$ cat src/rtl/cpu_ctrl_pkg.sv
// Shared types and constants for the Hack core execution controller.
package cpu_ctrl_pkg;

  typedef enum logic [1:0] {
    RST  = 2'd0,
    HALT = 2'd1,
    RUN  = 2'd2,
    STEP = 2'd3
  } run_state_t;

  localparam int BTN_RUN  = 0;
  localparam int BTN_STEP = 1;
  localparam int BTN_RST  = 2;

endpackage

$ cat src/rtl/btn_debounce.sv
// One push button: 2-flop synchronizer, stability down-counter, and a
// single-cycle pulse on the accepted released->pressed transition.
module btn_debounce #(
  parameter int DEBOUNCE_CYCLES = 500000
) (
  input  logic clk,
  input  logic reset_n,
  input  logic btn_n,
  output logic press_pulse
);

  localparam int CNT_W = $clog2(DEBOUNCE_CYCLES + 1);
  localparam logic [CNT_W-1:0] CNT_LOAD = CNT_W'(DEBOUNCE_CYCLES - 1);

  logic [1:0]       sync_q, sync_d;
  logic             pressed_q, pressed_d;
  logic [CNT_W-1:0] cnt_q, cnt_d;
  logic             pulse_q, pulse_d;
  logic             raw_pressed;

  always_ff @(posedge clk or negedge reset_n) begin
    if (!reset_n) begin
      sync_q    <= 2'b11;
      pressed_q <= 1'b0;
      cnt_q     <= CNT_LOAD;
      pulse_q   <= 1'b0;
    end else begin
      sync_q    <= sync_d;
      pressed_q <= pressed_d;
      cnt_q     <= cnt_d;
      pulse_q   <= pulse_d;
    end
  end

  // Counter reloads whenever the level agrees with the accepted one, so any
  // bounce restarts the stability window.
  always_comb begin
    sync_d      = {sync_q[0], btn_n};
    raw_pressed = ~sync_q[1];
    pressed_d   = pressed_q;
    cnt_d       = CNT_LOAD;
    pulse_d     = 1'b0;
    if (raw_pressed != pressed_q) begin
      if (cnt_q == '0) begin
        pressed_d = raw_pressed;
        pulse_d   = raw_pressed;
      end else begin
        cnt_d = cnt_q - 1'b1;
      end
    end
  end

  assign press_pulse = pulse_q;

endmodule

$ cat src/rtl/cpu_run_ctrl.sv
// Run/halt/step/reset controller for the Hack core: gates the core clock
// enable, stops on a PC breakpoint and counts executed instructions.
//
// state | meaning
// RST   | core held in reset for RESET_CYCLES cycles
// HALT  | core stopped, waiting for run or step
// RUN   | core free-running until run press or breakpoint
// STEP  | core executes exactly one instruction
module cpu_run_ctrl
  import cpu_ctrl_pkg::*;
#(
  parameter int DEBOUNCE_CYCLES = 500000,
  parameter int RESET_CYCLES    = 4,
  parameter int PC_W            = 15
) (
  input  logic            clk,
  input  logic            reset_n,
  input  logic [2:0]      btn_n,
  input  logic            bp_en,
  input  logic [PC_W-1:0] bp_addr,
  input  logic [PC_W-1:0] debug_pc,
  output logic            cpu_en,
  output logic            cpu_reset,
  output logic [1:0]      state_o,
  output logic            bp_hit,
  output logic [15:0]     instr_count
);

  localparam int RC_W = $clog2(RESET_CYCLES + 1);
  localparam logic [RC_W-1:0] RST_LOAD = RC_W'(RESET_CYCLES - 1);

  logic [2:0]      pulse;
  run_state_t      state_q, state_d;
  logic [RC_W-1:0] rst_cnt_q, rst_cnt_d;
  logic            skip_bp_q, skip_bp_d;
  logic            bp_hit_q, bp_hit_d;
  logic [15:0]     instr_count_q, instr_count_d;
  logic            cpu_reset_q, cpu_reset_d;
  logic            rst_cmd, step_cmd, run_cmd;
  logic            bp_stop;

  for (genvar i = 0; i < 3; i++) begin : g_btn
    btn_debounce #(
      .DEBOUNCE_CYCLES(DEBOUNCE_CYCLES)
    ) u_btn (
      .clk        (clk),
      .reset_n    (reset_n),
      .btn_n      (btn_n[i]),
      .press_pulse(pulse[i])
    );
  end

  assign rst_cmd  = pulse[BTN_RST];
  assign step_cmd = pulse[BTN_STEP] & ~rst_cmd;
  assign run_cmd  = pulse[BTN_RUN] & ~pulse[BTN_STEP] & ~rst_cmd;
  assign bp_stop  = bp_en && (debug_pc == bp_addr) && !skip_bp_q;

  always_ff @(posedge clk or negedge reset_n) begin
    if (!reset_n) begin
      state_q       <= RST;
      rst_cnt_q     <= RST_LOAD;
      skip_bp_q     <= 1'b0;
      bp_hit_q      <= 1'b0;
      instr_count_q <= 16'h0000;
      cpu_reset_q   <= 1'b1;
    end else begin
      state_q       <= state_d;
      rst_cnt_q     <= rst_cnt_d;
      skip_bp_q     <= skip_bp_d;
      bp_hit_q      <= bp_hit_d;
      instr_count_q <= instr_count_d;
      cpu_reset_q   <= cpu_reset_d;
    end
  end

  always_comb begin
    state_d   = state_q;
    rst_cnt_d = rst_cnt_q;
    skip_bp_d = skip_bp_q;
    if (rst_cmd) begin
      state_d   = RST;
      rst_cnt_d = RST_LOAD;
    end else begin
      case (state_q)
        RST: begin
          if (rst_cnt_q == '0) state_d = HALT;
          else                 rst_cnt_d = rst_cnt_q - 1'b1;
        end
        HALT: begin
          if (step_cmd) begin
            state_d = STEP;
          end else if (run_cmd) begin
            state_d   = RUN;
            skip_bp_d = 1'b1;
          end
        end
        RUN: begin
          skip_bp_d = 1'b0;
          if (run_cmd || bp_stop) state_d = HALT;
        end
        STEP:    state_d = HALT;
        default: state_d = RST;
      endcase
    end
  end

  // cpu_en stays combinational so a matching PC is never clocked into the core.
  always_comb begin
    cpu_en = 1'b0;
    case (state_q)
      RUN:     cpu_en = !bp_stop && !run_cmd && !rst_cmd;
      STEP:    cpu_en = !rst_cmd;
      default: cpu_en = 1'b0;
    endcase

    bp_hit_d = bp_hit_q;
    if (state_d == RST || pulse[BTN_RUN] || pulse[BTN_STEP]) bp_hit_d = 1'b0;
    else if (state_q == RUN && bp_stop)                       bp_hit_d = 1'b1;

    instr_count_d = (state_d == RST) ? 16'h0000 : instr_count_q + {15'h0000, cpu_en};
    cpu_reset_d   = (state_d == RST);
  end

  assign cpu_reset   = cpu_reset_q;
  assign state_o     = state_q;
  assign bp_hit      = bp_hit_q;
  assign instr_count = instr_count_q;

endmodule

$ cat config.mk
export PLATFORM = sky130hd
export DESIGN_NAME = cpu_run_ctrl
export DESIGN_NICKNAME = d
export VERILOG_FILES = /design/src/rtl/cpu_ctrl_pkg.sv /design/src/rtl/btn_debounce.sv /design/src/rtl/cpu_run_ctrl.sv
export SDC_FILE = /design/constraint.sdc
export NUM_CORES = 1
export LEC_CHECK = 0
export BUFFER_PORTS_ARGS = -buffer_cell sky130_fd_sc_hd__buf_4
export CORE_MARGIN = 2
export CORE_UTILIZATION = 35
export CTS_CLUSTER_DIAMETER = 60
export DETAILED_ROUTE_END_ITERATION = 8
export PLACE_DENSITY_LB_ADDON = 0.3
export SLEW_MARGIN = 0
export SYNTH_ARGS = -nofsm -noshare
export SYNTH_HDL_FRONTEND = slang
export SYNTH_HIERARCHICAL = 1
export SYNTH_SLANG_ARGS = --single-unit
$ cat constraint.sdc
create_clock -name clk -period 6.2 [get_ports clk]
set_clock_uncertainty 0.15 [all_clocks]
set_input_delay 1.24 -clock clk [delete_from_list [all_inputs] [get_ports clk]]
set_output_delay 1.24 -clock clk [all_outputs]
set_load 0.01 [all_outputs]
Word-level counts from Yosys, hierarchy flattened. Index checks and enable logic that the tools add are counted.

Register bits: 93. Bits in latches: 0. Memory bits (writable): 0. Memory bits (read-only): 0. Input bits: 36. Output and inout bits: 21. Logic and storage cells: 95. Memories: 0.

Add/subtract/negate cells: 5. $mul: 0. Divide/modulo/power cells: 0. $lt $le $gt $ge: 0. Equality and inequality tests: 10. Shift operators: 0. Muxes and demuxes: 28. Bitwise gates (word level): 8. Reduce and logical (&&, ||, !) cells: 26.

Operator list (number): 19-bit 2-to-1 mux (6); 19-bit logical NOT (3); 19-bit by 1-bit subtractor with 19-bit output (second input constant) (3); 16-bit by 1-bit adder with 16-bit output (1); 16-bit 2-to-1 mux (1); 15-bit equality test (1); 1-bit 2-to-1 mux (10); 2-bit 2-to-1 mux (5); 3-bit 2-to-1 mux (3); 2-bit case mux with 4 select lines (1); 2-bit AND reduction (4); 2-bit nonzero test (3); 1-bit logical AND (5); 1-bit inverter (5); 2-bit equality test (second input constant) (2); 1-bit logical NOT (4); 2-bit logical NOT (2); 2-bit inequality test (second input constant) (2); 1-bit case mux with 2 select lines (2); 4-bit AND reduction (1); 1-bit bitwise AND (3); 3-bit logical NOT (1); 1-bit logical OR (3); 1-bit inequality test (3); 3 further kinds (3).

Longest topological paths before layout. Gate-level depths: netlist of run 1.

Depth after elaboration: 11. Depth in mapped cells: 10. Gate-level depth less buffers: 9.

By module. The synthesis of run 1 kept the hierarchy.

Modules (own cells, without submodules): btn_debounce (times used 3, cells each 103, area an instance 1173.6 sq um, sequential area each 591.8 sq um); cpu_run_ctrl (times used 1, cells each 135, area an instance 1352.5 sq um, sequential area each 604.3 sq um).

Worst setup path after synthesis of run 1. Ideal clock, no wire load.

Path kind: in2reg. Start point: input port debug_pc[5]. End point: register instr_count_q[15], in the netlist instr_count[15]. Library setup time: 0.078 ns. Arrival time: 3.365 ns. Required time: 5.972 ns. Setup slack: 2.607 ns. Cell stages on the path: 9. Buffers on the path: 0. Path through: xnor2_1 -> nand4_1 -> nor4_1 -> o41ai_1 -> ha_1 -> and4_1 -> nand2_1 -> or4_1 -> a21oi_1.

Cells in the longest elaborated chain, start to end: 9. Elaborated cells on any way between the ends: 14. Those cells by class: 1 x add/sub; 1 x eq/ne; 5 x mux; 7 x reduce/logical.

RTL lines: from (decl) (line cpu_run_ctrl.sv:21) `input logic [PC_W-1:0] debug_pc,`; 15-bit equality test (line cpu_run_ctrl.sv:56) `assign bp_stop = bp_en && (debug_pc == bp_addr) && !skip_bp_q;`; 1-bit logical AND (2 in a row) (line cpu_run_ctrl.sv:56); 1-bit logical NOT (line cpu_run_ctrl.sv:111) `RUN: cpu_en = !bp_stop && !run_cmd && !rst_cmd;`; 1-bit logical AND (2 in a row) (line cpu_run_ctrl.sv:111); 1-bit case mux with 2 select lines (line cpu_run_ctrl.sv:110) `case (state_q)`; via cpu_en (line cpu_run_ctrl.sv:22) `output logic cpu_en,`; 16-bit by 1-bit adder with 16-bit output (line cpu_run_ctrl.sv:120) `instr_count_d = (state_d == RST) ? 16'h0000 : instr_count_q + {15'h0000, cpu_en};`; 16-bit 2-to-1 mux (line cpu_run_ctrl.sv:120); via instr_count_d[15] (line cpu_run_ctrl.sv:37) `logic [15:0] instr_count_q, instr_count_d;`; to (signal assigned) (line cpu_run_ctrl.sv:71) `instr_count_q <= instr_count_d;`; to (decl) (line cpu_run_ctrl.sv:37).

The timed path passes the listed nets, and every way through them passes these cells. A chain may end at the register's enable or synchronous reset.

Final worst setup path of run 1.
Start point: input port bp_addr[1]. End point: output port cpu_en.

Cells in the longest elaborated chain, start to end: 7.

RTL lines: from (decl) (line cpu_run_ctrl.sv:20) `input logic [PC_W-1:0] bp_addr,`; 15-bit equality test (line cpu_run_ctrl.sv:56); 1-bit logical AND (2 in a row) (line cpu_run_ctrl.sv:56); 1-bit logical NOT (line cpu_run_ctrl.sv:111); 1-bit logical AND (2 in a row) (line cpu_run_ctrl.sv:111); 1-bit case mux with 2 select lines (line cpu_run_ctrl.sv:110); to (decl) (line cpu_run_ctrl.sv:22).

Every way passes these cells.

==> flow_summary.yaml, run 1 <==
detailed_routing:
  first_pass_iters: 4
  drc: 0
  ant_nets: 0
  num_vias: 3465
  wire_per_inst_microns: 13.5
  initialDrtViolationCount: 172
  routed_wl_microns: 9290
  viasPerCell: 5.02
timing:
  maxSlewHeadroom_pct: 54.9
  rsz0062_at_grt: "no"
  report.final.hold_viol_count: 0
  finalCritPeriodShare_pct: 64.1
  setup_violations: 0
  fmax_ghz: 0.251
  tns_ns: 0
  slew_violations: 0
  finalCriticalPeriod_ns: 3.98
  tightest_slew_ns: 0.672
synth:
  syn_inst: 444
  yosysTopAreaCell: "dfrtp_1"
  synth_simple_gate_area_share_pct: 26.9
  yosysSeqAreaShare_pct: 48.8
  netlist_area_sq_um: 4870
  yosysMostFrequentCell: "dfrtp_1"
  yosys_warnings: 6
  yosys-top-cells-area: "dfrtp_1 (26%), dfstp_2 (23%), xnor2_1 (5.9%)"
  ys_ff_latch: 93
  yosysTopAreaCellShare_pct: 26.2
  synth_compound_area_share_pct: 7.39
  synth_enable_flop_cells: 0
  syn_nets: 490
  ys_types: 52
  syn_area_per_cell_sq_um: 11.0
  synth_top_family_by_area: "simple AND/OR/NAND/NOR gates"
  synth_ff_type: "dfrtp_1"
  synth-xor-area-share_pct: 11.5
  muxShareOfSynthArea_pct: 0.822
  synthAdderAreaFrac_pct: 2.57
  synthTopCellsByCount: "dfrtp_1 (51), nor2_1 (50), dfstp_2 (42)"
  synthArstFlopShare_pct: 100
layout:
  diodes: 0
  area_growth_pct: 19.3
  drive_gt1_share_pct: 32.7
  final_nets: 551
  final_cell_area_sq_um: 5810
place:
  dp_hpwl_microns: 6610
  gp_congestion: 0.744
  dpl_cell_area_sq_um: 5490
  portBuffers: 56
worst_hold_path:
  hold_class: "reg -> reg"
  holdCritStartpoint: "g_btn[1].u_btn/sync_q[0]$_DFF_PN1_"
global_route:
  grt_pass1_vias: 3657
  grt_antenna_before_repair: 0
  grt_max_degree: 50
  grt_pass1_wl_microns: 16800
  overflow: 0
  grt_use_total_pct: 14.2
critical_path:
  critPathCaptureType: "primary output"
  r2r-end: "instr_count[15]$_DFF_PN0_"
  critPathCapture: "cpu_en"
  worstPathMaxFanout: 4
  worstPathRequired_ns: 4.81
  critical_path_class: "in -> out"
  r2r_cells: 7
  setup.worst_path.start: "bp_addr[1]"
  r2r-start: "g_btn[2].u_btn/press_pulse$_DFF_PN0_"
  cp.arrival_ns: 2.59
  r2r_slack_ns: 3.36
  crit_path_start_kind: "primary input"
cts:
  cts_tree: "built"
  path_clk_slew_ns: 0.06
  cts_buffer_depth: 2
  clock_latency_ns: 0.35
  cts_root_buf: "clkbuf_16"
  hold_buffers: 0
  cts_resized: 0
  post_cts_buffers: 0
  clock-sinks: 93
  h-tree-depth: 3
  cts_buffers: 9
power:
  vdd_drop_max_uv: 149
  p_leak_nw: 2.37
  powerDensity_nw_per_um2: 218
die:
  die_w_microns: 122
  fp.coreArea_sq_um: 13700
  die_h_microns: 122
  ios: 57
  die-area_sq_um: 14900
  start_util_pct: 35.5
  rows: 43
flow_run:
  max_cap_violations: 0
status:
  status: "finished clean"
flip-flops by register name (all words and copies together) (netlist names):
signal / count
g_btn.u_btn/cnt_q: 57
instr_count: 16
g_btn.u_btn/sync_q: 6
g_btn.u_btn/press_pulse: 3
g_btn.u_btn/pressed_q: 3
rst_cnt_q: 3
state_o: 2
bp_hit: 1
cpu_reset: 1
skip_bp_q: 1
routing by layer:
metal | global-route usage, % | up-vias | wire [microns]
li1 | - | 1691 | -
met1 | 16.3 | 1716 | 3950
met2 | 25.0 | 43 | 4800
met3 | 4.31 | 15 | 383
met4 | 5.03 | 0 | 165
met5 | 0 | - | 0
cell families (layout without fill, tap and decap cells):
kind of cell | after synthesis | in the layout
compound gates | 53 | 53
xor+xnor | 64 | 64
fa+ha+maj | 10 | 10
buf+inv | 24 | 90
flops | 93 | 93
mux | 4 | 4
simple gates | 196 | 196
worst min-delay path by stage:
stage	to	slack, ns	cells after the start
floorplan	g_btn[0].u_btn/sync_q[1]$_DFF_PN1_	0.20	0
global placement	g_btn[1].u_btn/sync_q[1]$_DFF_PN1_	0.20	0
detailed placement	g_btn[0].u_btn/sync_q[1]$_DFF_PN1_	0.20	0
CTS	g_btn[1].u_btn/sync_q[1]$_DFF_PN1_	0.21	0
global route	g_btn[1].u_btn/sync_q[1]$_DFF_PN1_	0.21	0
finish	g_btn[1].u_btn/sync_q[1]$_DFF_PN1_	0.21	0
placed cells by master (no fill, tap or decap), drive strengths merged, types with 5 or more instances in the layout:
cell	synthesis	final
nand4	19	19
or3	10	10
inv	17	18
ha	10	10
clkbuf	1	12
and4	6	6
dfstp	42	42
o31ai	7	7
xnor2	33	33
nand2b	6	6
xor2	31	31
nand2	34	34
nor4	20	20
o21ai	27	27
dfrtp	51	51
and2	5	5
a21oi	9	9
nor2	50	50
nand3	24	24
buf	6	57
final cells by class:
type,instances,area [sq um]
well taps,180,225
flip-flops and latches,93,2380
clock inverters,4,53.8
clock buffers,12,267
inverters,17,63.8
multi-input cells,327,2400
repair buffers,57,428
fillers,1319,7910
critical path, cell delays in order:
cell	delay [ns]
buf_4	0.11
xnor2_1	0.15
nand4_1	0.10
nor4_1	0.58
o41ai_1	0.21
buf_4	0.19
power by group:
group	leakage (nW)	switching (W)	internal [W]
registers	1.13	0.00000876	0.000620
logic	1.08	0.0000316	0.0000293
clock network	0.151	0.000233	0.000347
through the flow:
stage	setup WS, ns	total power [W]	hold slack, ns	utilization, %	cells
final	2.22	0.00127	0.207	42.4	690
after global routing	2.02	0.00133	0.209	42.4	690
after CTS	2.18	0.00129	0.207	42.4	690
after detailed placement	2.18	0.000702	0.200	40.0	674
after global placement	2.24	0.000700	0.199	40.0	674
after floorplan	2.61	0.000664	0.195	-	444
(Power assumes the default switching activity.)
==> inputs of run 2 (changes only) <==
--- a/config.mk
+++ b/config.mk
@@ -5,6 +5,7 @@
 export SDC_FILE = /design/constraint.sdc
 export NUM_CORES = 1
 export LEC_CHECK = 0
+export ABC_AREA = 1
 export BUFFER_PORTS_ARGS = -buffer_cell sky130_fd_sc_hd__buf_4
 export CORE_MARGIN = 2
 export CORE_UTILIZATION = 35
==> constraint.sdc (replaced) <==
create_clock -name clk -period 3.6 [get_ports clk]
set_clock_uncertainty 0.15 [all_clocks]
set_input_delay 0.72 -clock clk [delete_from_list [all_inputs] [get_ports clk]]
set_output_delay 0.72 -clock clk [all_outputs]
set_load 0.01 [all_outputs]
==> run 2 against run 1 <==
Against the previous run: total power grew 71%; combinational power grew 99%; register-to-register slack lost 2.0 ns; area after synthesis grew 11%; sequential power grew 70%; largest cell class unchanged.
==> flow_summary.yaml, run 2 <==
die:
  start_util_pct: 35.8
  die-area_sq_um: 16500
  die_w_microns: 128
  rows: 45
  die_h_microns: 128
  ios: 57
  fp.coreArea_sq_um: 15100
timing:
  report.final.hold_viol_count: 0
  setup_violations: 0
  finalCriticalPeriod_ns: 2.57
  fmax_ghz: 0.390
  finalCritPeriodShare_pct: 71.3
  hold_ws_ns: 0.207
  tns_ns: 0
  setup_ws_ns: 1.03
  tightest_slew_ns: 0.610
  slew_violations: 0
  maxSlewHeadroom_pct: 59.3
  rsz0062_at_grt: "no"
synth:
  yosys-top-cells-area: "dfrtp_1 (24%), dfstp_2 (20%), nand2_1 (12%)"
  synth_ff_type: "dfrtp_1"
  yosysMostFrequentCell: "nand2_1"
  ys_ff_latch: 93
  syn_inst: 705
  syn_area_per_cell_sq_um: 7.69
  netlist_area_sq_um: 5420
  syn_nets: 751
  ys_types: 29
  yosysTopAreaCellShare_pct: 23.6
  yosysSeqAreaShare_pct: 43.9
  synthArstFlopShare_pct: 100
  synthTopCellsByCount: "nand2_1 (179), nor2_1 (122), inv_1 (103)"
  synth_enable_flop_cells: 0
  yosysTopAreaCell: "dfrtp_1"
  yosys_warnings: 6
critical_path:
  critical_path_class: "in -> out"
  crit_path_start_kind: "primary input"
  cp.arrival_ns: 1.70
  worstPathMaxFanout: 3
  critPathCaptureType: "primary output"
  worstPathRequired_ns: 2.73
detailed_routing:
  drc: 0
  ant_nets: 0
  wl_met1_microns: 5140
  first_pass_iters: 5
  routed_wl_microns: 10600
  initialDrtViolationCount: 193
  dr_wl_met3_microns: 439
  wl_met2_microns: 4790
  num_vias: 4289
  wire_per_inst_microns: 11.0
  routed.top_layer: "met4"
  viasPerCell: 4.46
cts:
  path_clk_slew_ns: 0.07
  clock_latency_ns: 0.35
  post_cts_buffers: 0
  hold_buffers: 0
  cts_buffers: 9
  cts_resized: 0
  cts_buffer_depth: 2
  cts_root_buf: "clkbuf_16"
  clock-sinks: 93
  cts_tree: "built"
  h-tree-depth: 3
layout:
  regMostFlops: "g_btn.u_btn/cnt_q"
  mostFrequentLayoutCell: "nand2_1"
  layout_common_cells: "nand2_1 (179), nor2_1 (122), inv_1 (103), buf_4 (56), dfrtp_1 (51)"
  fill_cells: 1564
  diodes: 0
  area_growth_pct: 17.2
  final_nets: 814
  fin_cells: 961
  largest_register_ffs: 57
  drive_gt1_share_pct: 23.8
power:
  vdd_drop_max_uv: 231
  finalPower_w: 0.00217
  powerDensity_nw_per_um2: 341
  p_leak_nw: 3.14
place:
  gp_congestion: 0.804
  dp_hpwl_microns: 7780
  dp_slack_ns: 0.744
  portBuffers: 56
  place_inst: 945
global_route:
  grt_max_degree: 50
  grt_pass1_wl_microns: 18600
  overflow: 0
  grt_use_total_pct: 13.8
  grt_pass1_vias: 4165
  grt_antenna_before_repair: 0
flow_run:
  max_cap_violations: 0
status:
  status: "finished clean"
worst_hold_path:
  hold_class: "reg -> reg"
run 2: cell count changes after synthesis, moves of 9 or more:
cell	change
nand3_1	+23
inv_1	+87
o21ai_1	-9
nor2_4	+11
nand2_2	+12
xnor2_1	-29
nand2_1	+148
nor2_1	+72
nand3_2	+13
xor2_1	-9
nor3_1	+14
run 2: worst paths after layout:
check / startpoint / endpoint / slack, ns / cells past startpoint
max: debug_pc[12] / cpu_en / 1.03 / 11
min: g_btn[2].u_btn/sync_q[0]$_DFF_PN1_ / g_btn[2].u_btn/sync_q[1]$_DFF_PN1_ / 0.21 / 0
max reg2reg: skip_bp_q$_DFFE_PN0P_ / instr_count[14]$_DFF_PN0_ / 1.37 / 15
min reg2reg: g_btn[2].u_btn/sync_q[0]$_DFF_PN1_ / g_btn[2].u_btn/sync_q[1]$_DFF_PN1_ / 0.21 / 0
max in group asynchronous: reset_n / g_btn[0].u_btn/cnt_q[18]$_DFF_PN1_ / 2.33 / 2
min in group asynchronous: reset_n / instr_count[9]$_DFF_PN0_ / 0.23 / 1
run 2: layout make-up:
| type | count | area, sq um | area share, % |
|---|---|---|---|
| repair buffers | 57 | 440 | 6.94 |
| flip-flops and latches | 93 | 2380 | 37.5 |
| clock inverters | 7 | 81.3 | 1.28 |
| well taps | 188 | 235 | 3.71 |
| inverters | 110 | 413 | 6.50 |
| clock buffers | 9 | 225 | 3.55 |
| multi-input cells | 497 | 2570 | 40.5 |
run 2: stage by stage:
stage | utilization, % | cell area [sq um]
final | 41.9 | 6350
after global routing | 41.9 | 6350
after CTS | 41.9 | 6350
after detailed placement | 39.9 | 6040
after global placement | 39.9 | 6040
after floorplan | - | 5420
run 2: cells by family after synthesis:
family          after synthesis  share of synthesized area [%]
buf+inv                     115                           8.59
simple gates                432                           38.1
flops                        93                           43.9
fa+ha+maj                    10                           2.31
xor+xnor                     26                           4.20
compound gates               29                           2.84
run 2: worst max-delay path, cell delays in order:
cell and delay, ns:
buf_4 0.11, nand2_1 0.05, inv_1 0.03, nor2_1 0.08, nor2_1 0.04, nand2_1 0.06, nor2_1 0.05, nand2_1 0.08
nand2_1 0.05, a21oi_1 0.23, buf_4 0.18
run 2: power breakdown:
| part | internal (W) | total (W) | switching [W] |
|---|---|---|---|
| clock network | 0.000548 | 0.000974 | 0.000426 |
| registers | 0.00107 | 0.00107 | 0.00000615 |
| logic | 0.0000493 | 0.000121 | 0.0000720 |
run 2: per-layer routing:
layer	vias to the layer above	track usage (%)
li1	2282	-
met1	1932	18.4
met2	65	22.6
met3	10	2.29
met4	0	5.62
met5	-	0
==> inputs of run 3 (changes only) <==
--- a/config.mk
+++ b/config.mk
@@ -5,7 +5,7 @@
 export SDC_FILE = /design/constraint.sdc
 export NUM_CORES = 1
 export LEC_CHECK = 0
-export ABC_AREA = 1
+export ABC_AREA = 0
 export BUFFER_PORTS_ARGS = -buffer_cell sky130_fd_sc_hd__buf_4
 export CORE_MARGIN = 2
 export CORE_UTILIZATION = 35
==> constraint.sdc (replaced) <==
create_clock -name clk -period 2.22 [get_ports clk]
set_clock_uncertainty 0.15 [all_clocks]
set_input_delay 0.444 -clock clk [delete_from_list [all_inputs] [get_ports clk]]
set_output_delay 0.444 -clock clk [all_outputs]
set_load 0.01 [all_outputs]
==> run 3 against run 2 <==
Against the previous run: the flow now finishes with violations (setup timing); clock-buffer cell count increased by 1; sequential share of layout area increased by 0.92 points; critical endpoint is now instr_count[15]$_DFF_PN0_; global-route usage about the same.
==> flow_summary.yaml, run 3 (synthesis results as in run 1) <==
timing:
  setup_ws_ns: -0.0540
  fmax_ghz: 0.440
  tns_ns: -0.0946
  maxSlewHeadroom_pct: 58.9
  hold_ws_ns: 0.0539
  report.final.hold_viol_count: 0
  slew_violations: 0
  finalCritPeriodShare_pct: 102
  tightest_slew_ns: 0.612
  setup_violations: 3
  finalCriticalPeriod_ns: 2.27
  rsz0062_at_grt: "yes"
worst_hold_path:
  worstHoldPathCells: 1
  min_to: "g_btn[0].u_btn/sync_q[0]$_DFF_PN1_"
  holdCritStartpoint: "btn_n[0]"
  hold_class: "in -> reg"
layout:
  drive_gt1_share_pct: 39.2
  area_growth_pct: 27.2
  largest_register_ffs: 57
  mostFrequentLayoutCell: "buf_4"
  fin_cells: 721
  diodes: 0
  multi_input_area_sq_um: 2500
  final_nets: 582
  layout_common_cells: "buf_4 (82), dfrtp_1 (51), nor2_1 (50), dfstp_2 (42), xor2_1 (31)"
  fill_cells: 1275
  seqCellArea_sq_um: 2380
  regMostFlops: "g_btn.u_btn/cnt_q"
cts:
  cts_tree: "built"
  cts_buffer_depth: 2
  cts_buffers: 9
  clock_latency_ns: 0.34
  h-tree-depth: 3
  clock-sinks: 93
  path_clk_slew_ns: 0.07
  cts_root_buf: "clkbuf_16"
critical_path:
  r2r_slack_ns: -0.05
  r2r-end: "instr_count[15]$_DFF_PN0_"
  r2r_cells: 7
  r2r-start: "g_btn[0].u_btn/press_pulse$_DFF_PN0_"
  worstPathRequired_ns: 2.34
  worstPathMaxFanout: 5
  cp.arrival_ns: 2.39
  critical_path_class: "reg -> reg"
  critPathCaptureType: "flop"
  crit_path_start_kind: "flop"
place:
  gp_congestion: 0.811
  place_inst: 699
  portBuffers: 56
  dp_hpwl_microns: 6840
  dp_slack_ns: -0.467
detailed_routing:
  num_vias: 3562
  initialDrtViolationCount: 171
  drc: 0
  routed_wl_microns: 9590
  ant_nets: 0
  viasPerCell: 4.94
  first_pass_iters: 4
  wire_per_inst_microns: 13.3
die:
  start_util_pct: 35.5
  ios: 57
  die_h_microns: 122
  fp.coreArea_sq_um: 13700
  rows: 43
  die-area_sq_um: 14900
  die_w_microns: 122
power:
  powerDensity_nw_per_um2: 586
  p_leak_nw: 2.59
  finalPower_w: 0.00363
  vdd_drop_max_uv: 420
status:
  violations: "setup timing"
  status: "finished, violations left"
global_route:
  grt_pass1_wl_microns: 16700
  grt_pass1_vias: 3622
  grt_antenna_before_repair: 0
  grt_use_total_pct: 13.9
  grt_max_degree: 44
  overflow: 0
flow_run:
  max_cap_violations: 0
[run 3: worst max-delay path, stage by stage, from the launching register on]
cell and delay, ns:
dfrtp_1 0.39, nor3b_4 0.17, o41ai_4 0.41, ha_2 0.25, and4_4 0.25, nand2_4 0.06, or4_1 0.39, a21oi_1 0.13
[run 3: worst max-delay path by stage]
stage | from | end | slack (ns) | depth (start not counted)
4_1_cts | g_btn[0].u_btn/press_pulse$_DFF_PN0_ | instr_count[14]$_DFF_PN0_ | -0.1 | 7
3_3_place_gp | bp_addr[0] | instr_count[14]$_DFF_PN0_ | -0.39 | 10
5_1_grt | g_btn[0].u_btn/press_pulse$_DFF_PN0_ | instr_count[15]$_DFF_PN0_ | -0.18 | 7
3_5_place_dp | bp_addr[0] | instr_count[14]$_DFF_PN0_ | -0.47 | 10
2_1_floorplan | debug_pc[0] | instr_count[15]$_DFF_PN0_ | -0.16 | 9
6_report | g_btn[0].u_btn/press_pulse$_DFF_PN0_ | instr_count[15]$_DFF_PN0_ | -0.05 | 7
[run 3: area by class of cell]
cell class | count | share of cell area (%)
Clock buffer | 10 | 3.86
Sequential cell | 93 | 38.4
Tap cell | 180 | 3.63
Timing Repair Buffer | 88 | 11.1
Clock inverter | 6 | 1.51
Multi-Input combinational cell | 327 | 40.4
Inverter | 17 | 1.03
[run 3: routing by layer]
metal	global-route usage, %	vias up	share of wire [%]
met5	0	-	0
met4	3.38	0	1.1
met3	4.12	9	5.1
met2	22.6	64	47
met1	18.2	1736	47
li1	-	1753	-
[run 3: metrics by stage]
stage | utilization (%) | area [sq um]
2_1_floorplan | - | 4960
3_3_place_gp | 42.1 | 5770
3_5_place_dp | 42.1 | 5770
4_1_cts | 44.8 | 6150
5_1_grt | 45.2 | 6200
6_report | 45.2 | 6200
[run 3: where the power goes]
group,switching (W),internal (W),leakage (nW)
registers,0.0000253,0.00173,1.13
logic,0.0000949,0.0000935,1.30
clock network,0.000660,0.00103,0.160
total,0.000780,0.00285,2.59
[run 3: repair_timing]
action / in CTS / in global routing
hold buffers: 1 / 0
pin swaps: 4 / 7
setup endpoints to repair: 9 / 10
setup buffers: 1 / 4
resized for setup: 8 / 4
hold endpoints to repair: 15 / 0
